[config.mk]
export PLATFORM = sky130hd
export DESIGN_NAME = move_commit
export DESIGN_NICKNAME = d
export VERILOG_FILES = /design/src/rtl/move_commit.sv
export SDC_FILE = /design/constraint.sdc
export NUM_CORES = 1
export LEC_CHECK = 0
export ABC_AREA = 1
export CORE_MARGIN = 2
export CORE_UTILIZATION = 51
export CTS_BUF_LIST = sky130_fd_sc_hd__clkbuf_4 sky130_fd_sc_hd__clkbuf_8
export CTS_CLUSTER_DIAMETER = 150
export DETAILED_ROUTE_END_ITERATION = 16
export GPL_TIMING_DRIVEN = 0
export HOLD_SLACK_MARGIN = 0.12
export PLACE_DENSITY = 0.79
export SLEW_MARGIN = 10
export SYNTH_ARGS = -nofsm -noshare
export SYNTH_HDL_FRONTEND = slang
export SYNTH_SLANG_ARGS = --single-unit
[constraint.sdc]
create_clock -name clk_i -period 2 [get_ports clk_i]
set_input_delay 0.4 -clock clk_i [delete_from_list [all_inputs] [get_ports clk_i]]
set_output_delay 0.4 -clock clk_i [all_outputs]
set_load 0.005 [all_outputs]
[src/rtl/move_commit.sv]
// Board-side game controller for the tic-tac-toe AI link: takes human presses and AI moves,
// commits legal ones into the X/O boards, detects win/draw and sequences turns.
module move_commit #(
    parameter bit HUMAN_FIRST = 1'b1,
    parameter int AI_TIMEOUT  = 16
) (
    input  logic       clk_i,
    input  logic       reset_i,
    input  logic       new_game_i,
    input  logic [8:0] btn_i,
    input  logic [8:0] ai_move_i,
    output logic       ai_turn_o,
    output logic [8:0] x_board_o,
    output logic [8:0] o_board_o,
    output logic [8:0] occ_o,
    output logic [1:0] winner_o,
    output logic       game_over_o,
    output logic       illegal_o,
    output logic       ai_fault_o
);

    localparam int TW = $clog2(AI_TIMEOUT) + 1;
    localparam logic [TW-1:0] T_LAST = TW'(AI_TIMEOUT - 1);

    localparam logic [1:0] WIN_NONE  = 2'b00;
    localparam logic [1:0] WIN_HUMAN = 2'b01;
    localparam logic [1:0] WIN_AI    = 2'b10;
    localparam logic [1:0] WIN_DRAW  = 2'b11;

    // Bit 8 = cell a (top-left) ... bit 0 = cell i (bottom-right)
    localparam logic [7:0][8:0] LINES = {9'h1C0, 9'h038, 9'h007,
                                         9'h124, 9'h092, 9'h049,
                                         9'h111, 9'h054};

    typedef enum logic [1:0] {HUMAN_WAIT, AI_WAIT, CHECK, DONE} state_t;
    localparam state_t FIRST_ST = HUMAN_FIRST ? HUMAN_WAIT : AI_WAIT;

    function automatic logic one_hot(input logic [8:0] v);
        return (v != 9'h000) && ((v & (v - 9'd1)) == 9'h000);
    endfunction

    function automatic logic has_line(input logic [8:0] b);
        logic hit;
        hit = 1'b0;
        for (int k = 0; k < 8; k++) hit = hit | ((b & LINES[k]) == LINES[k]);
        return hit;
    endfunction

    state_t          state_q, state_d;
    logic [8:0]      x_q, x_d, o_q, o_d, btn_q;
    logic [1:0]      win_q, win_d;
    logic            ill_q, ill_d, flt_q, flt_d, ai_next_q, ai_next_d;
    logic [TW-1:0]   tmr_q, tmr_d;
    logic [8:0]      occ, press;

    assign occ   = x_q | o_q;
    assign press = btn_i & ~btn_q;

    // State register
    always_ff @(posedge clk_i) begin
        if (reset_i || new_game_i) begin
            state_q   <= FIRST_ST;
            x_q       <= '0;
            o_q       <= '0;
            win_q     <= WIN_NONE;
            ill_q     <= 1'b0;
            flt_q     <= 1'b0;
            ai_next_q <= 1'b0;
            tmr_q     <= '0;
            btn_q     <= btn_i;
        end else begin
            state_q   <= state_d;
            x_q       <= x_d;
            o_q       <= o_d;
            win_q     <= win_d;
            ill_q     <= ill_d;
            flt_q     <= flt_d;
            ai_next_q <= ai_next_d;
            tmr_q     <= tmr_d;
            btn_q     <= btn_i;
        end
    end

    // Next-state and board update
    always_comb begin
        state_d   = state_q;
        x_d       = x_q;
        o_d       = o_q;
        win_d     = win_q;
        ill_d     = 1'b0;
        flt_d     = flt_q;
        ai_next_d = ai_next_q;
        tmr_d     = '0;
        case (state_q)
            HUMAN_WAIT: begin
                if (press != 9'h000) begin
                    if (one_hot(press) && ((press & occ) == 9'h000)) begin
                        x_d       = x_q | press;
                        ai_next_d = 1'b1;
                        state_d   = CHECK;
                    end else begin
                        ill_d = 1'b1;
                    end
                end
            end
            AI_WAIT: begin
                if (ai_move_i == 9'h000) begin
                    if (tmr_q >= T_LAST) begin
                        flt_d   = 1'b1;
                        win_d   = WIN_HUMAN;
                        state_d = DONE;
                    end else begin
                        tmr_d = (tmr_q == '1) ? tmr_q : tmr_q + 1'b1;
                    end
                end else if (one_hot(ai_move_i) && ((ai_move_i & occ) == 9'h000)) begin
                    o_d       = o_q | ai_move_i;
                    ai_next_d = 1'b0;
                    state_d   = CHECK;
                end else begin
                    flt_d   = 1'b1;
                    win_d   = WIN_HUMAN;
                    state_d = DONE;
                end
            end
            CHECK: begin
                // X checked first so a winning move that also fills the board is a human win
                if (has_line(x_q)) begin
                    win_d   = WIN_HUMAN;
                    state_d = DONE;
                end else if (has_line(o_q)) begin
                    win_d   = WIN_AI;
                    state_d = DONE;
                end else if (occ == 9'h1FF) begin
                    win_d   = WIN_DRAW;
                    state_d = DONE;
                end else begin
                    state_d = ai_next_q ? AI_WAIT : HUMAN_WAIT;
                end
            end
            DONE: begin
                state_d = DONE;
            end
            default: begin
                state_d = FIRST_ST;
            end
        endcase
    end

    // Outputs
    always_comb begin
        ai_turn_o   = (state_q == AI_WAIT);
        game_over_o = (state_q == DONE);
        x_board_o   = x_q;
        o_board_o   = o_q;
        occ_o       = occ;
        winner_o    = win_q;
        illegal_o   = ill_q;
        ai_fault_o  = flt_q;
    end

endmodule

# == Word-level counts from Yosys, hierarchy flattened ==
# Index checks and enable logic that the tools add are counted.
# totals
register_bits,39
latch_bits,0
mem_bits_rw,0
romBits,0
output_inout_bits,33
word_cells,119
mem_count,0
# op_classes
n_addsub,3
n_mul,0
n_div,0
magnitude_cmp,1
eq_ne,30
shift,0
muxes,26
n_bitwise,27
reduce_logical,23
# op_table
cell,n
$eq 3x3->1 const B,16
$and 9x9->9,5
$logic_not 9->1,5
$or 9x9->9,3
$mux 2,13
$reduce_bool 9->1,2
$sub 9x1->9 const B,2
$or 1x1->1,14
$reduce_and 3->1,4
$mux 1,10
$eq 9x9->1 const B,1
$not 9->9,1
$ne 2x2->1 const B,4
$pmux 2 s4,1
$add 5x1->5 const B,1
$eq 5x5->1 const B,1
$ge 5x4->1 const B,1
$reduce_and 5->1,1
$eq 2x2->1 const B,2
$logic_and 1x1->1,4
$ne 2x1->1 const B,2
$ne 4x4->1 const B,1
$not 1->1,4
$pmux 2 s2,1
other kinds (10),11

# == Longest topological paths before layout ==
# Gate-level depths: netlist of the first run.
# logic_depth
depth_word,11
ltp_mapped,14
depth_no_buf,14

# == Worst setup path before layout of the first run ==
# No wires, ideal clock.
# synth_path
kind,register to register
startpoint,register tmr_q[0]
endpoint,register state_q[0]
t_arrival_ns,1.452
t_required_ns,1.886
slack_ns,0.435
path_stages_with_launch,13
n_path_buf,0
cell_sequence,dfxtp_1 > ha_1 > nand2_1 > nor2_1 > ha_1 > nor3_1 > nand2_1 > nor2_2 > inv_1 > nand2_1 > nand2_1 > nand2_1 > nor2_1
# synth_between
elab_chain_len,3
# synth_rtl
item,line,text
start: declaration,53,"logic [TW-1:0] tmr_q, tmr_d;"
start signal: assignment,79,tmr_q <= tmr_d;
$ge 5x4->1,108,if (tmr_q >= T_LAST) begin
$ne 3x2->1 (no line),--,
$reduce_and 3->1 (no line),--,
end signal: assignment,72,state_q <= state_d;
end: declaration,49,"state_t state_q, state_d;"
# Every way passes these cells.
# A chain may end at the register's enable or synchronous reset.

# == Worst setup path after layout of the first run ==
# layout_path
startpoint,input port ai_move_i[3]
endpoint,register state_q[0]
# layout_between
elab_chain_len,8
elab_cells_between_ends,14
# layout_rtl
item,line,text
start: declaration,11,"input logic [8:0] ai_move_i,"
$sub 9x1->9,39,return (v != 9'h000) && ((v & (v - 9'd1)) == 9'h000);
$and 9x9->9,39,
$logic_not 9->1,39,
$logic_and 1x1->1,39,
$logic_and 1x1->1,115,end else if (one_hot(ai_move_i) && ((ai_move_i & occ) == 9'h000)) begin
$mux 1,115,
$mux 2,107,if (ai_move_i == 9'h000) begin
$pmux 2 s4,94,case (state_q)
# Several ways; a longest one is shown, not always the timed one.

==> impl_metrics.env, run 1 <==
export IMPL_layout_cells_non_filler=479
export IMPL_clockRootBuffer="clkbuf_8"
export IMPL_portBuffers=53
export IMPL_yosysWarnings=0
export IMPL_synth_cell_type_count=28
export IMPL_nets=455
export IMPL_use_met3_pct=6.268
export IMPL_synth_area_leader_cell="dfxtp_1"
export IMPL_synth_top_area_share_pct=34.57
export IMPL_nFillCells=416
export IMPL_status="completed"
export IMPL_power_density_nw_per_um2=564.1
export IMPL_relSlewSlack_pct=58.56
export IMPL_coreArea_sq_um=4324
export IMPL_p_total_mw=1.688
export IMPL_critPathKind="input port to flop"
export IMPL_gp_congestion=0.9244
export IMPL_maxCapViolations=0
export IMPL_seqCellArea_sq_um=782.0
export IMPL_clock_sinks=39
export IMPL_endpoint="state_q[0]"
export IMPL_die_h_microns=70.55
export IMPL_power_internal_mw=1.204
export IMPL_hpwl_microns=4525
export IMPL_synth_seq_cells=39
export IMPL_fp_dieW_microns=70.55
export IMPL_seq_area_frac_synth_pct=34.57
export IMPL_antenna_found_initial=0
export IMPL_cp_num_buf_inv=1
export IMPL_endpoint_kind="flop"
export IMPL_final_antenna_net_count=0
export IMPL_max_stage_delay_ns=0.51
export IMPL_drive_gt1_share_pct=9.133
export IMPL_antenna_diode_count=0
export IMPL_start_kind="input port"
export IMPL_avgSynthCellArea_sq_um=6.204
export IMPL_final_min_clock_period_ns=1.964
export IMPL_cts_tree="done"
export IMPL_ioPinCount=54
export IMPL_p_seq_share_pct=48.1
export IMPL_cp_startpoint="ai_move_i[3]"
export IMPL_finalSetupViolCount=0
export IMPL_multi_input_area_sq_um=1276
export IMPL_hold_violations=0
export IMPL_cts_path_max_buffers=2
export IMPL_clkTransAtPathRegs_ns=0.08
export IMPL_pwr_share_comb_pct=17.3
export IMPL_cp_required_ns=2.20
export IMPL_insertion_delay_ns=0.31
export IMPL_via_per_inst=4.975
export IMPL_r2r_cells=12
export IMPL_grtUsageMet1_pct=29.12
export IMPL_vias=2383
export IMPL_initial_core_util_pct=52.23
export IMPL_grt_max_degree=14
export IMPL_r2r_start="tmr_q[0]"
export IMPL_synth_area_sq_um=2258
export IMPL_wire_per_inst_microns=12.27
export IMPL_drc=0
export IMPL_area_delta_synth_final_pct=32.52
export IMPL_path_depth=11
export IMPL_power_leakage_nw=1.412
export IMPL_hp_class="flop to flop"
export IMPL_crit_chain="clkdlybuf4s50_1 -> nor2_2 -> nand2_2 -> o22ai_1 -> nand2_1 -> nor2_4 -> nand2_1 -> nand2_1 -> nand3_1 -> a21oi_1 -> nor2_1"
export IMPL_r2r_end="state_q[0]"
export IMPL_yosys_top_cells_area="dfxtp_1 (35%), nand2_1 (23%), inv_1 (8.8%), nor2_1 (7.3%), a21oi_1 (4.9%)"
export IMPL_crit_family="simple AND/OR/NAND/NOR gates"
export IMPL_cts_made_buffers=5
export IMPL_drt_initial_drc_count=158
export IMPL_vdd_drop_max_mv=0.5171
export IMPL_pwr_share_clk_pct=34.6
export IMPL_synth_nets=393
export IMPL_p_sw_share_pct=28.70
export IMPL_slew_viol_final=0
export IMPL_finalSetupTns_ns=0
export IMPL_dr_pass1_iters=5
export IMPL_grtUsageMet2_pct=41.82
export IMPL_htreeDepth=2
export IMPL_layout_commonest_cell="nand2_1"
export IMPL_p_switching_mw=0.4845
export IMPL_fin_area_sq_um=2993
export IMPL_crit_fanout=5
export IMPL_skew_ns=0.01094
export IMPL_row_count=24
export IMPL_period_share_pct=98.22
export IMPL_synth_cells=364
export IMPL_layout_common_cells="nand2_1 (136), inv_1 (53), clkdlybuf4s50_1 (52), nor2_1 (43), dfxtp_1 (38)"
export IMPL_cp_arrival_ns=2.16
export IMPL_dp_cells=469
export IMPL_fmax_mhz=509.1
export IMPL_tightest_slew_ns=0.6215
export IMPL_busiest_layer="met2"
export IMPL_grt_usage_pct=24.29
export IMPL_grt_pass1_wl_microns=9563
export IMPL_placed_area_sq_um=2854
export IMPL_r2r_setup_slack_ns=0.22
export IMPL_routed_wirelength_microns=5875
export IMPL_critPathSlowestCell="clkdlybuf4s50_1"
export IMPL_dieArea_sq_um=4977
export IMPL_overflow=0
export IMPL_grt_pass1_vias=2183
export IMPL_hold_buffers=0
export IMPL_crit_path_frequent_cell="nand2_1"
through the flow:
step,utilization [%],setup slack (ns),hold WS [ns]
2_1_floorplan,-,0.4347,0.4209
3_3_place_gp,66.00,-0.1936,0.4348
3_5_place_dp,66.00,-0.2333,0.4452
4_1_cts,68.29,0.005676,0.4582
5_1_grt,69.21,-0.03331,0.4774
6_report,69.21,0.03556,0.4596
synthesized netlist by cell type:
cell type / instances
nor2_4: 3
nor2_1: 44
clkbuf_1: 2
o21a_1: 2
dfxtp_1: 39
nor3b_1: 1
o21ai_0: 7
xor2_1: 3
nand2_2: 5
nor2_2: 3
nor3_1: 1
nand2_1: 137
o22ai_1: 1
a21oi_1: 22
o21ai_1: 1
ha_1: 8
and3_1: 1
nand3_2: 1
a21oi_2: 3
a22oi_1: 1
nand3_1: 15
nand3_4: 1
or2_2: 1
inv_1: 53
clkinv_2: 1
inv_2: 5
nand4_1: 2
a211oi_2: 1
flip-flops by register name, summed over array words and instances (netlist names):
name	cells
ai_fault_o	1
ai_next_q	1
btn_q	9
illegal_o	1
o_board_o	9
state_q	2
tmr_q	5
winner_o	2
x_board_o	9
repair_timing:
action	CTS	global route
gates resized for setup	0	8
setup buffers	0	1
endpoints found under the setup margin	0	15
layout make-up:
type,count,area share (%)
plain buffers,2,0.2508
multi-input cells,265,42.64
well taps,52,2.174
inverters,59,7.441
flip-flops and latches,39,26.13
clock buffers,6,2.759
clock inverters,2,0.5435
repair buffers,54,18.06
routing by layer:
metal	wire, microns	vias up
li1	-	1234
met1	2611	1061
met2	2837	78
met3	316	10
met4	109	0
met5	0	-
worst reg2reg max path, delay by kind of cell (launching register included):
kind	cells	cell delay [ns]
simple gates	9	0.83
flops	1	0.33
buf+inv	1	0.09
fa+ha+maj	2	0.40
cells by family after synthesis:
logic type / synth area share [%]
compound gates: 9.640
xor+xnor: 1.164
fa+ha+maj: 4.432
buf+inv: 10.19
flops: 34.57
simple gates: 40.00
how the worst min path moves through the flow:
| stage | from | end | slack, ns | cells past startpoint |
|---|---|---|---|---|
| finish | ai_next_q | ai_next_q | 0.46 | 2 |
| global route | ai_next_q | ai_next_q | 0.48 | 2 |
| CTS | ai_next_q | ai_next_q | 0.46 | 2 |
| detailed placement | ai_next_q | ai_next_q | 0.45 | 2 |
| global placement | ai_next_q | ai_next_q | 0.43 | 2 |
| floorplan | ai_next_q | ai_next_q | 0.42 | 2 |
power by group through the flow:
stage | registers (mW) | clock network, mW | logic [mW]
global placement | 0.829 | 0 | 0.269
floorplan | 0.827 | 0 | 0.161
finish | 0.812 | 0.584 | 0.292
detailed placement | 0.829 | 0 | 0.275
CTS | 0.811 | 0.600 | 0.276
global route | 0.815 | 0.626 | 0.328
Note: power is estimated with default switching activity, not from simulation.
==> run 2, diff against run 1 <==
--- a/config.mk
+++ b/config.mk
@@ -6,7 +6,7 @@
 export NUM_CORES = 1
 export LEC_CHECK = 0
 export ABC_AREA = 1
-export CORE_MARGIN = 2
+export CORE_MARGIN = 8
 export CORE_UTILIZATION = 51
 export CTS_BUF_LIST = sky130_fd_sc_hd__clkbuf_4 sky130_fd_sc_hd__clkbuf_8
 export CTS_CLUSTER_DIAMETER = 150
==> run 2 against run 1 <==
Clock power shrank 8.7%. Hold slack gained 0.015 ns. Register-to-register slack gained 0.06 ns. Sequential power is essentially flat.
==> impl_metrics.env, run 2 (synthesis results as in run 1) <==
export IMPL_status="completed"
export IMPL_fin_ws_ns=0.09496
export IMPL_fmax_mhz=524.9
export IMPL_timing_hold_ws_ns=0.4747
export IMPL_htreeDepth=2
export IMPL_drive_gt1_share_pct=8.941
export IMPL_critPathSlowestCell="clkdlybuf4s50_1"
export IMPL_coreArea_sq_um=4324
export IMPL_clkTransAtPathRegs_ns=0.07
export IMPL_overflow=0
export IMPL_finalSetupViolCount=0
export IMPL_hold_violations=0
export IMPL_insertion_delay_ns=0.29
export IMPL_skew_ns=0.003525
export IMPL_initial_core_util_pct=52.23
export IMPL_dp_cells=469
export IMPL_antenna_found_initial=0
export IMPL_multi_input_area_sq_um=1279
export IMPL_row_count=24
export IMPL_tightest_slew_ns=0.5965
export IMPL_grt_pass1_wl_microns=9915
export IMPL_clock_sinks=39
export IMPL_crit_chain="inv_1 -> ha_4 -> clkdlybuf4s50_1"
export IMPL_maxCapViolations=0
export IMPL_slew_viol_final=0
export IMPL_max_stage_delay_ns=0.51
export IMPL_area_delta_synth_final_pct=32.41
export IMPL_final_min_clock_period_ns=1.905
export IMPL_cp_required_ns=1.60
export IMPL_r2r_start="tmr_q[0]"
export IMPL_period_share_pct=95.25
export IMPL_routed_wirelength_microns=6000
export IMPL_utilization_pct=69.16
export IMPL_dr_pass1_iters=4
export IMPL_power_internal_mw=1.191
export IMPL_cts_made_buffers=5
export IMPL_hp_class="flop to flop"
export IMPL_layout_common_cells="nand2_1 (136), inv_1 (53), clkdlybuf4s50_1 (49), nor2_1 (42), dfxtp_1 (39)"
export IMPL_power_leakage_nw=1.439
export IMPL_seqCellArea_sq_um=780.7
export IMPL_cp_arrival_ns=1.51
export IMPL_pwr_share_clk_pct=32.7
export IMPL_fp_dieW_microns=82.55
export IMPL_p_switching_mw=0.4380
export IMPL_gp_congestion=0.8742
export IMPL_drt_initial_drc_count=148
export IMPL_portBuffers=53
export IMPL_wire_per_inst_microns=12.58
export IMPL_nets=454
export IMPL_dieArea_sq_um=6814
export IMPL_power_density_nw_per_um2=544.8
export IMPL_vias=2351
export IMPL_grt_pass1_vias=2240
export IMPL_cts_tree="done"
export IMPL_grt_usage_pct=18.74
export IMPL_min_delay_start="ai_next_q"
export IMPL_ioPinCount=54
export IMPL_hpwl_microns=4829
export IMPL_relSlewSlack_pct=60.24
export IMPL_layout_commonest_cell="nand2_1"
export IMPL_vdd_drop_max_mv=0.5088
export IMPL_start_kind="flop"
export IMPL_rsz0062_at_grt="no"
export IMPL_pre_cts_ws_ns=-0.2400
export IMPL_pwr_share_comb_pct=17.4
export IMPL_endpoint_kind="output port"
export IMPL_critPathKind="flop to output port"
export IMPL_via_per_inst=4.929
export IMPL_grt_max_degree=12
export IMPL_p_seq_share_pct=49.9
export IMPL_cp_startpoint="state_q[1]"
export IMPL_cts_path_max_buffers=2
export IMPL_p_sw_share_pct=26.88
export IMPL_layout_cells_non_filler=477
export IMPL_clockRootBuffer="clkbuf_8"
export IMPL_nFillCells=415
export IMPL_die_h_microns=82.55
export IMPL_final_antenna_net_count=0
export IMPL_drc=0
export IMPL_crit_fanout=5
export IMPL_antenna_diode_count=0
## run 2: cell count changes in the layout (fill, tap and decap cells not counted), sizes merged
cell and change:
clkdlybuf4s50 -3, dlymetal6s2s +3, nor2 -1, clkinvlp -1
## run 2: final timing paths
check / depth (start not counted) / slack (ns) / end
setup / recovery: 3 / 0.09 / ai_turn_o
hold / removal: 2 / 0.47 / ai_next_q
setup reg to reg: 12 / 0.28 / state_q[0]
hold reg to reg: 2 / 0.47 / ai_next_q
## run 2: final cells by class
cell class / count / area share [%]
Sequential cell: 39 / 26.11
Multi-Input combinational cell: 264 / 42.76
Inverter: 59 / 7.448
Clock inverter: 1 / 0.1674
Tap cell: 52 / 2.176
Clock buffer: 6 / 2.762
Buffer: 2 / 0.2510
Timing Repair Buffer: 54 / 18.33
## run 2: what timing repair did
action,CTS,global route
pin swaps,0,1
hold buffers,0,0
setup buffers,0,1
resized for setup,1,11
endpoints found under the hold margin,0,0
endpoints found under the setup margin,1,14
## run 2: routing by layer
metal | share of wire, % | GRT usage [%]
met3 | 8.4 | 6.061
met2 | 48 | 31.64
met5 | 0 | 0
met1 | 43 | 21.69
met4 | 1.2 | 6.724
## run 2: metrics by stage
| step | area [sq um] | power (mW) | setup TNS, ns |
|---|---|---|---|
| CTS | 2944 | 1.633 | 0 |
| global placement | 2854 | 1.098 | -2.794 |
| global route | 2990 | 1.722 | 0 |
| floorplan | 2258 | 0.9880 | 0 |
| detailed placement | 2854 | 1.105 | -4.379 |
| finish | 2990 | 1.629 | 0 |
## run 2: power groups by stage
stage	clock [mW]	sequential [mW]	combinational, mW
floorplan	0	0.827	0.161
global placement	0	0.829	0.269
detailed placement	0	0.829	0.276
CTS	0.544	0.812	0.278
global route	0.585	0.815	0.321
finish	0.533	0.812	0.284
## run 2: worst max-delay path: cells and delay by family, from the launching register on
kind / cells / cell delay (ns)
fa+ha+maj: 1 / 0.19
flops: 1 / 0.36
buf+inv: 2 / 0.67
